--- config.mk ---
export PLATFORM = sky130hd
export DESIGN_NAME = eth_tx_slot
export DESIGN_NICKNAME = d
export VERILOG_FILES = /design/src/rtl/eth_tx_slot.sv
export SDC_FILE = /design/constraint.sdc
export NUM_CORES = 1
export LEC_CHECK = 0
export BUFFER_PORTS_ARGS = -buffer_cell sky130_fd_sc_hd__buf_4
export CORE_MARGIN = 1
export CORE_UTILIZATION = 45
export DETAILED_ROUTE_END_ITERATION = 8
export PLACE_DENSITY = 0.75
export SETUP_SLACK_MARGIN = 0.02
export SLEW_MARGIN = 20
export SYNTH_ARGS = -nofsm -noshare
export SYNTH_HDL_FRONTEND = slang
export SYNTH_SLANG_ARGS = --single-unit
--- constraint.sdc ---
create_clock -name gmii_tx_clk -period 4.2 [get_ports gmii_tx_clk]
set_clock_uncertainty 0.05 [all_clocks]
set_input_delay 0.21 -clock gmii_tx_clk [delete_from_list [all_inputs] [get_ports gmii_tx_clk]]
set_output_delay 0.21 -clock gmii_tx_clk [all_outputs]
set_load 0.02 [all_outputs]
--- src/rtl/eth_tx_slot.sv ---
// rtl/eth_tx_slot.sv - GMII transmitter that serialises one frame from the TX slot RAM
//
// Purpose: on tx_start, reads the host-written frame from the TX slot RAM
// (32-bit words, one-cycle read latency) and sends it on GMII as
// preamble, SFD, frame bytes and inter-frame gap. The global counter
// value in the SFD cycle is kept as the TX timestamp.
// Optional feature macro: ETH_TX_CRC_EN - pads short frames to 60 bytes
// and appends the IEEE 802.3 FCS. Without it the host supplies the FCS.
//
// Ports:
//   gmii_tx_clk      in   clock (125 MHz)
//   sys_rst          in   synchronous active-high reset
//   tx_start         in   one-cycle transmit request
//   tx_frame_len     in   [11:0] frame byte count, sampled with tx_start
//   global_counter   in   [63:0] free-running timestamp counter
//   slot_tx_address  out  [10:0] RAM word address
//   slot_tx_q        in   [31:0] RAM read data
//   gmii_txd         out  [7:0] transmit data
//   gmii_tx_en       out  transmit enable
//   tx_busy          out  request accepted, frame or IFG in progress
//   tx_complete      out  pulse at end of IFG, or on a dropped request
//   tx_drop          out  pulse with tx_complete for a rejected request
//   tx_timestamp     out  [63:0] global_counter captured in the SFD cycle

module eth_tx_slot #(
  parameter int MAX_FRAME_LEN = 1518,
  parameter int IFG_CYCLES    = 12,
  parameter int PREAMBLE_LEN  = 7
) (
  input  logic        gmii_tx_clk,
  input  logic        sys_rst,
  input  logic        tx_start,
  input  logic [11:0] tx_frame_len,
  input  logic [63:0] global_counter,
  output logic [10:0] slot_tx_address,
  input  logic [31:0] slot_tx_q,
  output logic [7:0]  gmii_txd,
  output logic        gmii_tx_en,
  output logic        tx_busy,
  output logic        tx_complete,
  output logic        tx_drop,
  output logic [63:0] tx_timestamp
);

  typedef enum logic [2:0] {
    S_IDLE     = 3'd0,
    S_PREAMBLE = 3'd1,
    S_SFD      = 3'd2,
    S_DATA     = 3'd3,
`ifdef ETH_TX_CRC_EN
    S_PAD      = 3'd4,
    S_FCS      = 3'd5,
`endif
    S_IFG      = 3'd6
  } state_t;

  localparam logic [11:0] MAX_LEN   = 12'(MAX_FRAME_LEN);
  localparam logic [11:0] PRE_LAST  = 12'(PREAMBLE_LEN - 1);
  localparam logic [11:0] IFG_LAST  = 12'(IFG_CYCLES - 1);
  // tx_complete is registered, so it is requested one IFG cycle early
  // (IFG_CYCLES must be at least 2).
  localparam logic [11:0] IFG_PULSE = 12'(IFG_CYCLES - 2);
`ifdef ETH_TX_CRC_EN
  localparam logic [11:0] MIN_LEN   = 12'd60;
`endif

  // The state register names what is on the wire this cycle; the
  // combinational logic computes the byte for the next cycle.
  state_t      state_q, state_d;
  logic [11:0] cnt_q, cnt_d;
  logic [11:0] len_q, len_d;
  logic [10:0] addr_q, addr_d;
  logic [7:0]  txd_q, txd_d;
  logic        en_q, en_d;
  logic        busy_q, busy_d;
  logic        complete_q, complete_d;
  logic        drop_q, drop_d;
  logic [63:0] ts_q, ts_d;
`ifdef ETH_TX_CRC_EN
  logic [31:0] crc_q, crc_d;
  logic [31:0] fcs_word;
`endif
  logic [7:0]  data_byte;

  function automatic logic [7:0] lane_byte(input logic [31:0] word, input logic [1:0] lane);
    logic [7:0] b;
    unique case (lane)
      2'd0: b = word[7:0];
      2'd1: b = word[15:8];
      2'd2: b = word[23:16];
      default: b = word[31:24];
    endcase
    return b;
  endfunction

`ifdef ETH_TX_CRC_EN
  // Reflected CRC32 (poly 0x04C11DB7 reversed), one byte per call.
  function automatic logic [31:0] crc32_byte(input logic [31:0] crc, input logic [7:0] data);
    logic [31:0] c;
    c = crc ^ {24'h000000, data};
    for (int i = 0; i < 8; i++) begin
      c = c[0] ? ((c >> 1) ^ 32'hEDB88320) : (c >> 1);
    end
    return c;
  endfunction

  assign fcs_word = ~crc_q;
`endif

  // cnt_q holds the index of the byte being computed, so its low bits
  // select the lane of the word currently on slot_tx_q.
  assign data_byte = lane_byte(slot_tx_q, cnt_q[1:0]);

  always_comb begin
    state_d    = state_q;
    cnt_d      = cnt_q;
    len_d      = len_q;
    addr_d     = addr_q;
    txd_d      = 8'h00;
    en_d       = 1'b0;
    busy_d     = busy_q;
    complete_d = 1'b0;
    drop_d     = 1'b0;
    ts_d       = ts_q;
`ifdef ETH_TX_CRC_EN
    crc_d      = crc_q;
`endif
    unique case (state_q)
      S_IDLE: begin
        if (tx_start) begin
          if (tx_frame_len == 12'd0 || tx_frame_len > MAX_LEN) begin
            complete_d = 1'b1;
            drop_d     = 1'b1;
          end else begin
            state_d = S_PREAMBLE;
            len_d   = tx_frame_len;
            cnt_d   = 12'd0;
            addr_d  = 11'd0;
            txd_d   = 8'h55;
            en_d    = 1'b1;
            busy_d  = 1'b1;
          end
        end
      end
      S_PREAMBLE: begin
        en_d = 1'b1;
        if (cnt_q == PRE_LAST) begin
          state_d = S_SFD;
          txd_d   = 8'hD5;
          cnt_d   = 12'd0;
`ifdef ETH_TX_CRC_EN
          crc_d   = 32'hFFFFFFFF;
`endif
        end else begin
          txd_d = 8'h55;
          cnt_d = cnt_q + 12'd1;
        end
      end
      S_SFD,
`ifdef ETH_TX_CRC_EN
      S_PAD,
`endif
      S_DATA: begin
        if (state_q == S_SFD) begin
          ts_d = global_counter;
        end
        if (cnt_q < len_q) begin
          state_d = S_DATA;
          txd_d   = data_byte;
          en_d    = 1'b1;
          cnt_d   = cnt_q + 12'd1;
          // Next word goes out while lane 2 is on the wire, so it is
          // on slot_tx_q exactly when lane 0 of it is needed.
          if (cnt_q[1:0] == 2'd2) begin
            addr_d = addr_q + 11'd1;
          end
`ifdef ETH_TX_CRC_EN
          crc_d = crc32_byte(crc_q, data_byte);
        end else if (cnt_q < MIN_LEN) begin
          state_d = S_PAD;
          en_d    = 1'b1;
          cnt_d   = cnt_q + 12'd1;
          crc_d   = crc32_byte(crc_q, 8'h00);
        end else begin
          // cnt_q is reused as the FCS byte index from here on.
          state_d = S_FCS;
          en_d    = 1'b1;
          txd_d   = fcs_word[7:0];
          cnt_d   = 12'd1;
`else
        end else begin
          state_d = S_IFG;
          cnt_d   = 12'd0;
`endif
        end
      end
`ifdef ETH_TX_CRC_EN
      S_FCS: begin
        if (cnt_q < 12'd4) begin
          en_d  = 1'b1;
          txd_d = lane_byte(fcs_word, cnt_q[1:0]);
          cnt_d = cnt_q + 12'd1;
        end else begin
          state_d = S_IFG;
          cnt_d   = 12'd0;
        end
      end
`endif
      S_IFG: begin
        if (cnt_q == IFG_LAST) begin
          state_d = S_IDLE;
          busy_d  = 1'b0;
          cnt_d   = 12'd0;
        end else begin
          cnt_d      = cnt_q + 12'd1;
          complete_d = (cnt_q == IFG_PULSE);
        end
      end
      default: state_d = S_IDLE;
    endcase
  end

  always_ff @(posedge gmii_tx_clk) begin
    if (sys_rst) begin
      state_q    <= S_IDLE;
      cnt_q      <= 12'd0;
      len_q      <= 12'd0;
      addr_q     <= 11'd0;
      txd_q      <= 8'h00;
      en_q       <= 1'b0;
      busy_q     <= 1'b0;
      complete_q <= 1'b0;
      drop_q     <= 1'b0;
      ts_q       <= 64'd0;
`ifdef ETH_TX_CRC_EN
      crc_q      <= 32'hFFFFFFFF;
`endif
    end else begin
      state_q    <= state_d;
      cnt_q      <= cnt_d;
      len_q      <= len_d;
      addr_q     <= addr_d;
      txd_q      <= txd_d;
      en_q       <= en_d;
      busy_q     <= busy_d;
      complete_q <= complete_d;
      drop_q     <= drop_d;
      ts_q       <= ts_d;
`ifdef ETH_TX_CRC_EN
      crc_q      <= crc_d;
`endif
    end
  end

  assign slot_tx_address = addr_q;
  assign gmii_txd        = txd_q;
  assign gmii_tx_en      = en_q;
  assign tx_busy         = busy_q;
  assign tx_complete     = complete_q;
  assign tx_drop         = drop_q;
  assign tx_timestamp    = ts_q;

endmodule

* Yosys cells after proc, flatten, opt, wreduce, memory -nomap -nowiden *
Cells that the tools add are included.

cells by class
  $add $sub $neg = 2
  order comparisons = 2
  equality and inequality tests = 15
  mux-type cells = 35
  bitwise operators = 2
  reduce and logical (&&, ||, !) cells = 15

operators with widths
  kind                                                              count
  2-to-1 mux 12 bit                                                 5
  one-hot mux 12 bit (4 select lines)                               1
  one-hot mux 8 bit (3 select lines)                                2
  2-to-1 mux 11 bit                                                 4
  == test 12 x 4 -> 1 bit (second input constant)                   2
  one-hot mux 11 bit (2 select lines)                               1
  2-to-1 mux 8 bit                                                  2
  2-to-1 mux 3 bit                                                  5
  2-to-1 mux 7 bit                                                  2
  adder 12 x 1 -> 12 bit (second input constant)                    1
  == test 12 x 3 -> 1 bit (second input constant)                   1
  greater-than comparator 12 x 11 -> 1 bit (second input constant)  1
  zero test 12 bit                                                  1
  < comparator 12 bit                                               1
  inequality test 2 bit (second input constant)                     6
  one-hot mux 3 bit (4 select lines)                                1
  adder 11 x 1 -> 11 bit (second input constant)                    1
  2-to-1 mux 1 bit                                                  9
  AND reduction 4 bit                                               2
  == test 3 x 2 -> 1 bit (second input constant)                    2
  AND reduction 3 bit                                               2
  AND reduction 5 bit                                               1
  one-hot mux 1 bit (2 select lines)                                2
  nonzero test 2 bit                                                2
  other kinds (12)                                                  14

word-level totals
  bits in registers = 114
  input port bits = 111
  output and inout port bits = 87
  word-level logic and storage cells = 81

* Longest topological paths before layout *
Gate-level depths: netlist (run 1).

  depth in word-level cells = 5
  mapped depth = 10
  gate-level depth less buffers = 9

* Worst setup path after synthesis (run 1) *
Ideal clock, no wire load.

  path kind = register -> register
  start point = reg cnt_q[10]
  end point = reg addr_q[7] (netlist: slot_tx_address[7])
  library setup time = 0.070 ns
  arrival time = 2.381 ns
  path slack = 1.698 ns
  stages on the path, launching flop included = 9
  buffers on the path = 0
  clock period less this slack = 2.502 ns
  path through = dfxtp_1 ha_1 a21oi_1 a21boi_0 or4_1 a21oi_2 nor2_1 or4_1 a21oi_1

on the way
  longest elaborated chain between the ends = 3

RTL lines
  item                                    line  text
  start: declaration                      70    logic [11:0] cnt_q, cnt_d;
  start signal: assignment                240   cnt_q <= cnt_d;
  < comparator 12 bit                     167   if (cnt_q < len_q) begin
  inequality test 2 bit (no source line)  n/a
  AND reduction 5 bit (no source line)    n/a
  end signal: assignment                  242   addr_q <= addr_d;
  end: declaration                        72    logic [10:0] addr_q, addr_d;

Every way passes these cells.
A chain may end at the register's enable or synchronous reset.

* Worst setup path in the final report (run 1) *
Same ends and word-level chain as after synthesis.

==> results_dict.tcl, run 1 <==
set metrics [dict create \
    fin_crit_sh 0.6712 \
    slew_viol_final 0 \
    yosysSeqAreaShare 0.4703 \
    fmax_mhz 354.7 \
    firstDrtPassIters 6 \
    wl_per_cell_um 15.30 \
    clockRootBuffer "clkbuf_8" \
    portBuffers 197 \
    cp_max_fo 8 \
    start_util 0.4679 \
    power.density_nw_per_um2 362.8 \
    area_growth_pct 60.42 \
    grt_util_met1 0.3003 \
    dr.first_iter.drc_count 332 \
    nNetsFinal 1000 \
    fp.dieW_um 105.8 \
    grt_first_pass_wirelength_um 24470 \
    cp.required_ps 4580 \
    grt_start_max_net_pins 92 \
    vias 5397 \
    gr-max-usage-layer "met2" \
    cts_made_buffers 17 \
    grt_pass1_vias 5300 \
    clkSlewWorstSetupHoldPaths_ps 60 \
    diodes 0 \
    yosysUniqueCellTypes 46 \
    drc_errors 0 \
    rows 37 \
    vias_per_cell 5.286 \
    grt_overflow_total 0 \
    whs_ps 46.90 \
    syn_avg_cell_area_um2 7.954 \
    io-pin-count 198 \
    core_area_um2 10370 \
    tns_ps 0 \
    die_height_um 105.8 \
    clkLatencyLatePin_ps 510 \
    yosysWarnings 0 \
    synth_ff_type "dfxtp_1" \
    post-route-min-period_ps 2819 \
    mostFrequentLayoutCells "199 x buf_4, 175 x nand2_1, 114 x dfxtp_1" \
    mostFrequentLayoutCell "buf_4" \
    cts_tree "yes" \
    outcome "complete, no violations" \
    slew_headroom 0.2934 \
    antenna_found_initial 0 \
    gp_congestion 0.8592 \
    place_area_um2 6385 \
    syn_nets 738 \
    synth-seq-cells 114 \
    maxCapViolations 0 \
    rsz0062_at_grt "false" \
    final-hold-violation-count 0 \
    cts.sinks 114 \
    hpwl_um 9726 \
    cts_buffer_depth 2 \
    htreeDepth 4 \
    cp-start-kind "flip-flop" \
    synthArstFlopShare 0 \
    use_met3 0.06741 \
    netlist_area_um2 4852 \
    setup_violations 0 \
    ant_nets 0 \
    synthCells 610 \
    nFillCells 715 \
    hp-class "input pin to flip-flop" \
    path_class "flip-flop to flip-flop" \
    critPathArrivalTime_ps 3200 \
    grtUsageMet2 0.4799 \
    worst_pin_slew_ps 1057 \
    synth_edf_count 0 \
    finalWirelength_um 15620 \
    critPathCaptureType "flip-flop" \
    post_cts_buffers 0 \
    cts-resized-gates 0 \
    fin_area_um2 7784 \
    track_usage 0.2760 \
    power_leakage_nw 3.295 \
    peakVddDrop_mv 0.3330 \
    die-area_um2 11200 \
    cts_hold_buf 78 \
    drive_gt1_frac 0.2791 \
]
==> cell type report <==
| class | count | area, um^2 | share of cell area |
|---|---|---|---|
| clock buffer | 19 | 441.7 | 0.05674 |
| clock inverter | 13 | 173.9 | 0.02234 |
| inverter | 16 | 60.06 | 0.007716 |
| multi-input combinational | 446 | 2381 | 0.3059 |
| sequential | 114 | 2282 | 0.2932 |
| tap | 136 | 170.2 | 0.02186 |
| timing repair buffer | 277 | 2275 | 0.2922 |
==> power breakdown <==
group / leakage [nW] / switching [mW] / internal [mW] / total (mW)
registers: 0.920 / 0.00747 / 1.09 / 1.10
logic: 2.08 / 0.102 / 0.145 / 0.247
clock network: 0.292 / 0.533 / 0.944 / 1.48
total: 3.29 / 0.643 / 2.18 / 2.82
==> worst paths after layout <==
path                                     from                 end  slack, ps  cells after the start
worst min-delay path            slot_tx_q[11]         gmii_txd[3]         50                      5
worst min register to register      len_q[11]           len_q[11]        390                      2
worst max register to register      cnt_q[10]  slot_tx_address[7]       1380                      8
worst max-delay path                cnt_q[10]  slot_tx_address[7]       1380                      8
==> critical path, stage by stage, from the launching register on <==
cell      delay (ps)
dfxtp_1          350
ha_1             340
a21oi_1          140
a21boi_0         120
or4_1            540
a21oi_2          290
nor2_1           210
or4_1            540
a21oi_1          160
==> metal layers <==
metal / share of wire / wire length [um] / vias up
met4: 0.042 / 650 / 0
met3: 0.069 / 1080 / 59
met5: 0 / 0 / -
met1: 0.39 / 6114 / 2488
met2: 0.50 / 7778 / 246
li1: - / - / 2604
==> stage by stage <==
stage / worst slack, ps / utilization / cells / power [mW]
floorplan: 1698 / - / 610 / 1.198
global placement: 1537 / 0.6157 / 911 / 1.302
detailed placement: 1460 / 0.6157 / 911 / 1.306
CTS: 1380 / 0.7504 / 1021 / 2.837
global route: 1194 / 0.7506 / 1021 / 2.909
finish: 1381 / 0.7506 / 1021 / 2.824
==> kinds of logic after synthesis <==
logic type / share of synthesized area
AND/OR/NAND/NOR: 0.2352
XOR/XNOR: 0.01625
AO/OA/AOI/OAI: 0.1872
multiplexers: 0.006189
flip-flops: 0.4703
adder cells (fa/ha/maj): 0.04384
buffers and inverters: 0.04100
==> flip-flops by register name (all words and copies together) (netlist names), 3 cells and up <==
register,count
cnt_q,12
gmii_txd,8
len_q,12
slot_tx_address,11
state_q,3
tx_timestamp,64
==> synthesized netlist by cell type, types with 2 or more instances <==
cell       count  area, um^2
a22o_2         3       30.03
a211oi_1       3       22.52
inv_1         16       60.06
o21ai_0       13       65.06
xor2_1         7       61.31
a221o_1        3       30.03
or2_2          5       31.28
xnor2_1        2       17.52
a21o_1         3       22.52
mux2i_1        3       30.03
nand2b_1       7       43.79
nand4_1        2       12.51
and3_1         7       43.79
o2111ai_1      5       43.79
nor3_1         6       30.03
buf_1          2       7.510
a31oi_1        3       18.77
a222oi_1       8       80.08
dfxtp_1      114        2282
nor2_1        37       138.9
or3_1          2       12.51
or4_1          5       37.54
nor4_1         2       12.51
nor2b_1        3       18.77
clkbuf_1      30       112.6
nand3_1       11       55.05
a21oi_4        2       32.53
nand2_1      175       656.9
o211ai_1       2       15.01
a21oi_1       96       480.5
ha_1          17       212.7
nand3b_1       2       15.01
(Power assumes the default switching activity.)
==> inputs of run 2 (changes only) <==
Clock period 4.2 ns to 2.7 ns, I/O delays scaled along.
==> run 2 against run 1 <==
  * Power is 60% higher
  * Design area up 2.5%
  * Utilization increased by 1.9 points
  * Via count increased by 2.0%
  * Worst setup slack lost 1300 ps
  * Global-route usage is 1.4 points higher
  * Fmax increased by 8.4%
  * Combinational power is 65% higher
  * Non-clock buffer count grew 16
  * Highest routed layer unchanged
==> results_dict.tcl, run 2 (synthesized netlist as in run 1, its figures left out) <==
set metrics [dict create \
    outcome "complete, no violations" \
    nNetsFinal 1016 \
    post-route-min-period_ps 2602 \
    path_class "flip-flop to flip-flop" \
    fin_crit_sh 0.9635 \
    diodes 0 \
    whs_path_depth 5 \
    rows 37 \
    crit_end "cnt_q[10]" \
    io-pin-count 198 \
    cts_tree "yes" \
    portBuffers 197 \
    cp-start-kind "flip-flop" \
    cp.required_ps 3050 \
    seqPwrFrac 0.380 \
    critPathCaptureType "flip-flop" \
    grt_pass1_vias 5467 \
    setup_violations 0 \
    die-area_um2 11200 \
    worst_pin_slew_ps 668.3 \
    clkPwrFrac 0.529 \
    cts_made_buffers 17 \
    fp.dieW_um 105.8 \
    r2r-end "cnt_q[10]" \
    largest_reg_flops 64 \
    hp-class "input pin to flip-flop" \
    clockRootBuffer "clkbuf_8" \
    internal-power_mw 3.504 \
    drive_gt1_frac 0.2863 \
    combPwrFrac 0.091 \
    firstDrtPassIters 7 \
    reg2reg_from "cnt_q[6]" \
    power_leakage_nw 3.388 \
    maxCapViolations 0 \
    area_growth_pct 64.39 \
    tns_ps 0 \
    fmax_mhz 384.4 \
    slew_headroom 0.5545 \
    finalWirelength_um 16310 \
    slew_viol_final 0 \
    netSwitchingPower_mw 1.001 \
    cts.sinks 114 \
    swShare 0.2222 \
    grt_first_pass_wirelength_um 25630 \
    dr.first_iter.drc_count 362 \
    clkSlewWorstSetupHoldPaths_ps 60 \
    antenna_found_initial 0 \
    grt_start_max_net_pins 65 \
    clkLatencyLatePin_ps 510 \
    grt_overflow_total 0 \
    rr_worst_depth 8 \
    core_area_um2 10370 \
    mostFrequentLayoutCells "205 x buf_4, 175 x nand2_1, 113 x dfxtp_1" \
    vias_per_cell 5.309 \
    wl_per_cell_um 15.73 \
    peakVddDrop_mv 0.4576 \
    hpwl_um 9973 \
    start_util 0.4679 \
    startpoint "cnt_q[6]" \
    die_height_um 105.8 \
    htreeDepth 4 \
    cts_buffer_depth 2 \
    ant_nets 0 \
    drc_errors 0 \
    critPathArrivalTime_ps 2950 \
    place_inst 917 \
    power.density_nw_per_um2 564.9 \
    vias 5505 \
    gp_congestion 0.8844 \
    cp_max_fo 16 \
    total_power_mw 4.506 \
    track_usage 0.2902 \
    layoutNonFillerInstCount 1037 \
    mostFrequentLayoutCell "buf_4" \
    nFillCells 666 \
    final-hold-violation-count 0 \
    rrSetupSlack_ps 100 \
]
[run 2: final cells by class]
cell class,count,area [um^2],share of cell area
clock buffers,19,441.7,0.05537
inverters,16,60.06,0.007529
multi-input cells,446,2385,0.2990
repair buffers,293,2440,0.3059
clock inverters,13,196.4,0.02463
well taps,136,170.2,0.02133
flip-flops and latches,114,2283,0.2863
[run 2: power groups by stage]
stage | clock network, mW | logic (mW) | registers, mW
floorplan | 0 | 0.108 | 1.75
global placement | 0 | 0.284 | 1.75
detailed placement | 0 | 0.289 | 1.75
CTS | 2.41 | 0.395 | 1.71
global route | 2.49 | 0.436 | 1.71
finish | 2.39 | 0.408 | 1.71
[run 2: per-stage QoR]
step / utilization / area (um^2) / hold slack, ps / setup WS [ps]
after global routing: 0.7692 / 7976 / 70.79 / -6.653
final: 0.7692 / 7976 / 39.12 / 98.43
after CTS: 0.7658 / 7941 / 4.881 / 106.6
after floorplan: - / 4852 / 221.0 / 198.1
after global placement: 0.6213 / 6442 / 329.0 / 202.4
after detailed placement: 0.6213 / 6442 / 336.8 / 131.2
[run 2: routing by layer]
layer  part of all wire  routed length (um)  track usage
met5                  0                   0            0
met4              0.040                 652       0.1567
met3              0.063                1022      0.06865
met2               0.51                8240       0.5126
met1               0.39                6396       0.3202
[run 2: worst min-delay path by stage]
stage | from | slack, ps | endpoint
2_1_floorplan | tx_frame_len[0] | 220 | len_q[0]
3_3_place_gp | slot_tx_q[25] | 330 | gmii_txd[1]
3_5_place_dp | slot_tx_q[25] | 340 | gmii_txd[1]
4_1_cts | slot_tx_q[26] | 5 | gmii_txd[2]
5_1_grt | sys_rst | 70 | cnt_q[1]
6_report | slot_tx_q[26] | 40 | gmii_txd[2]
[run 2: critical path, cell delays in order (launching register included)]
cell	delay, ps
dfxtp_1	370
or4_1	540
or2_1	280
or3_4	390
a21oi_4	180
a21oi_4	90
buf_12	170
and3_1	160
a221o_1	260
[run 2: repair_timing]
action                                 4_1_cts  5_1_grt
endpoints found under the hold margin       83        0
hold buffers                                86        0
resized for setup                            0        3
setup buffers                                0        2
setup endpoints to repair                    0        4
==> inputs of run 3 (changes only) <==
Clock period 2.7 ns to 2.43 ns, I/O delays scaled along.
==> run 3 against run 2 <==
  * Sequential share of layout area down 1.6 points
  * Sequential power grew 11%
  * Highest routed layer unchanged
  * Sequential cell count did not move
  * Clock power up 7%
  * Clock-buffer cell count rose by 1
  * Critical endpoint is now cnt_q[9]
  * Worst setup slack got worse by 57 ps
  * Fmax up 8.9%
  * Non-clock buffer count increased by 44
==> results_dict.tcl, run 3 (synthesized netlist as in run 1, its figures left out) <==
set metrics [dict create \
    rr_worst_depth 7 \
    area_growth_pct 74.75 \
    hp-class "input pin to flip-flop" \
    core_area_um2 10370 \
    hold_end "tx_drop" \
    drc_errors 0 \
    vias 5913 \
    cp_max_fo 7 \
    clockRootBuffer "clkbuf_8" \
    cp-start-kind "flip-flop" \
    gp_congestion 0.8694 \
    hpwl_um 10240 \
    slew_headroom 0.4963 \
    mostFrequentLayoutCell "buf_4" \
    post-route-min-period_ps 2388 \
    diodes 0 \
    maxCapViolations 0 \
    rsz0062_at_grt "true" \
    worst_pin_slew_ps 752.7 \
    antenna_found_initial 0 \
    slew_viol_final 0 \
    clkSlewWorstSetupHoldPaths_ps 60 \
    reg2reg_from "cnt_q[6]" \
    power.density_nw_per_um2 584.0 \
    postLayoutCoreUtil 0.8177 \
    finalWirelength_um 18680 \
    grt_first_pass_wirelength_um 28860 \
    vias_per_cell 5.470 \
    final-hold-violation-count 0 \
    path_class "flip-flop to flip-flop" \
    critPathArrivalTime_ps 2750 \
    start_util 0.4679 \
    fmax_mhz 418.7 \
    htreeDepth 4 \
    rrSetupSlack_ps 40 \
    io-pin-count 198 \
    grt_pass1_vias 6054 \
    cts_buffer_depth 2 \
    ant_nets 0 \
    cts_made_buffers 17 \
    fp.dieW_um 105.8 \
    grt_overflow_total 0 \
    cp.required_ps 2790 \
    whs_path_depth 4 \
    outcome "complete, no violations" \
    hp-start "tx_frame_len[11]" \
    place_inst 937 \
    nFillCells 595 \
    tns_ps 0 \
    track_usage 0.3297 \
    grt_start_max_net_pins 65 \
    rows 37 \
    largest_reg_flops 64 \
    layoutNonFillerInstCount 1081 \
    setup_violations 0 \
    r2r-end "cnt_q[9]" \
    cts_tree "yes" \
    drive_gt1_frac 0.3238 \
    mostFrequentLayoutCells "224 x buf_4, 175 x nand2_1, 108 x dlygate4sd3_1" \
    nNetsFinal 1060 \
    cts.sinks 114 \
    fin_crit_sh 0.9829 \
    clkLatencyLatePin_ps 530 \
    wl_per_cell_um 17.28 \
    firstDrtPassIters 6 \
    die_height_um 105.8 \
    die-area_um2 11200 \
    portBuffers 197 \
    peakVddDrop_mv 0.5081 \
    critPathCaptureType "flip-flop" \
    dr.first_iter.drc_count 473 \
    power_leakage_nw 3.649 \
]
## run 3: cell types whose count changed in the layout (fill, tap and decap cells not counted), moves of 3 or more
cell / delta
a21oi_1: -3
dfxtp_1: -7
ha_4: +4
dlygate4sd3_1: +22
inv_6: -4
or4_1: -4
or4_4: +4
dfxtp_2: +7
buf_4: +19
ha_1: -4
buf_6: +4
## run 3: where the power goes
| group | switching [mW] | internal (mW) | total [mW] | leakage, nW |
|---|---|---|---|---|
| Combinational | 0.205 | 0.287 | 0.492 | 2.44 |
| Clock | 0.917 | 1.64 | 2.56 | 0.289 |
| Sequential | 0.0114 | 1.89 | 1.90 | 0.924 |
| Total | 1.13 | 3.82 | 4.95 | 3.65 |
## run 3: how the worst max path moves through the flow
stage	startpoint	end	cells after the start
after floorplan	len_q[10]	slot_tx_address[7]	9
after global placement	len_q[10]	slot_tx_address[7]	9
after detailed placement	len_q[10]	slot_tx_address[7]	9
after CTS	cnt_q[11]	cnt_q[7]	9
after global routing	cnt_q[6]	cnt_q[10]	7
final	cnt_q[6]	cnt_q[9]	7
## run 3: metal layers
layer  part of all wire  vias to the layer above  GRT usage
met4              0.050                        0     0.2272
met5                  0                        -          0
li1                   -                     2726          -
met3              0.075                       92    0.09215
met2               0.51                      341     0.5742
met1               0.36                     2754     0.3424
## run 3: what timing repair did
action,4_1_cts,5_1_grt
hold buffers,108,0
pin swaps,7,8
resized for setup,3,32
gates cloned,0,0
hold endpoints to repair,88,0
buffers inserted,3,1
setup endpoints to repair,7,24
## run 3: critical path: stages (launching register included)
cell and delay (ps):
dfxtp_1 310, or4_4 540, or2_4 270, or3_4 340, a21oi_4 200, a21oi_4 120
buf_6 150, a221o_1 280
## run 3: metrics by stage
| step | hold WS, ps | power (mW) | worst slack [ps] | cell area, um^2 |
|---|---|---|---|---|
| 2_1_floorplan | 207.5 | 2.073 | 29.07 | 4871 |
| 3_3_place_gp | 300.4 | 2.265 | 57.78 | 6611 |
| 3_5_place_dp | 310.8 | 2.273 | -25.51 | 6611 |
| 4_1_cts | 24.27 | 4.919 | 22.06 | 8344 |
| 5_1_grt | 44.74 | 5.099 | -16.20 | 8479 |
| 6_report | 33.91 | 4.952 | 41.62 | 8479 |
## run 3: layout make-up
cell class,instances,area (um^2),share of cell area
Timing Repair Buffer,337,2828,0.3335
Multi-Input combinational cell,446,2517,0.2969
Sequential cell,114,2292,0.2703
Clock buffer,20,455.4,0.05371
Tap cell,136,170.2,0.02007
Clock inverter,12,156.4,0.01844
Inverter,16,60.06,0.007083
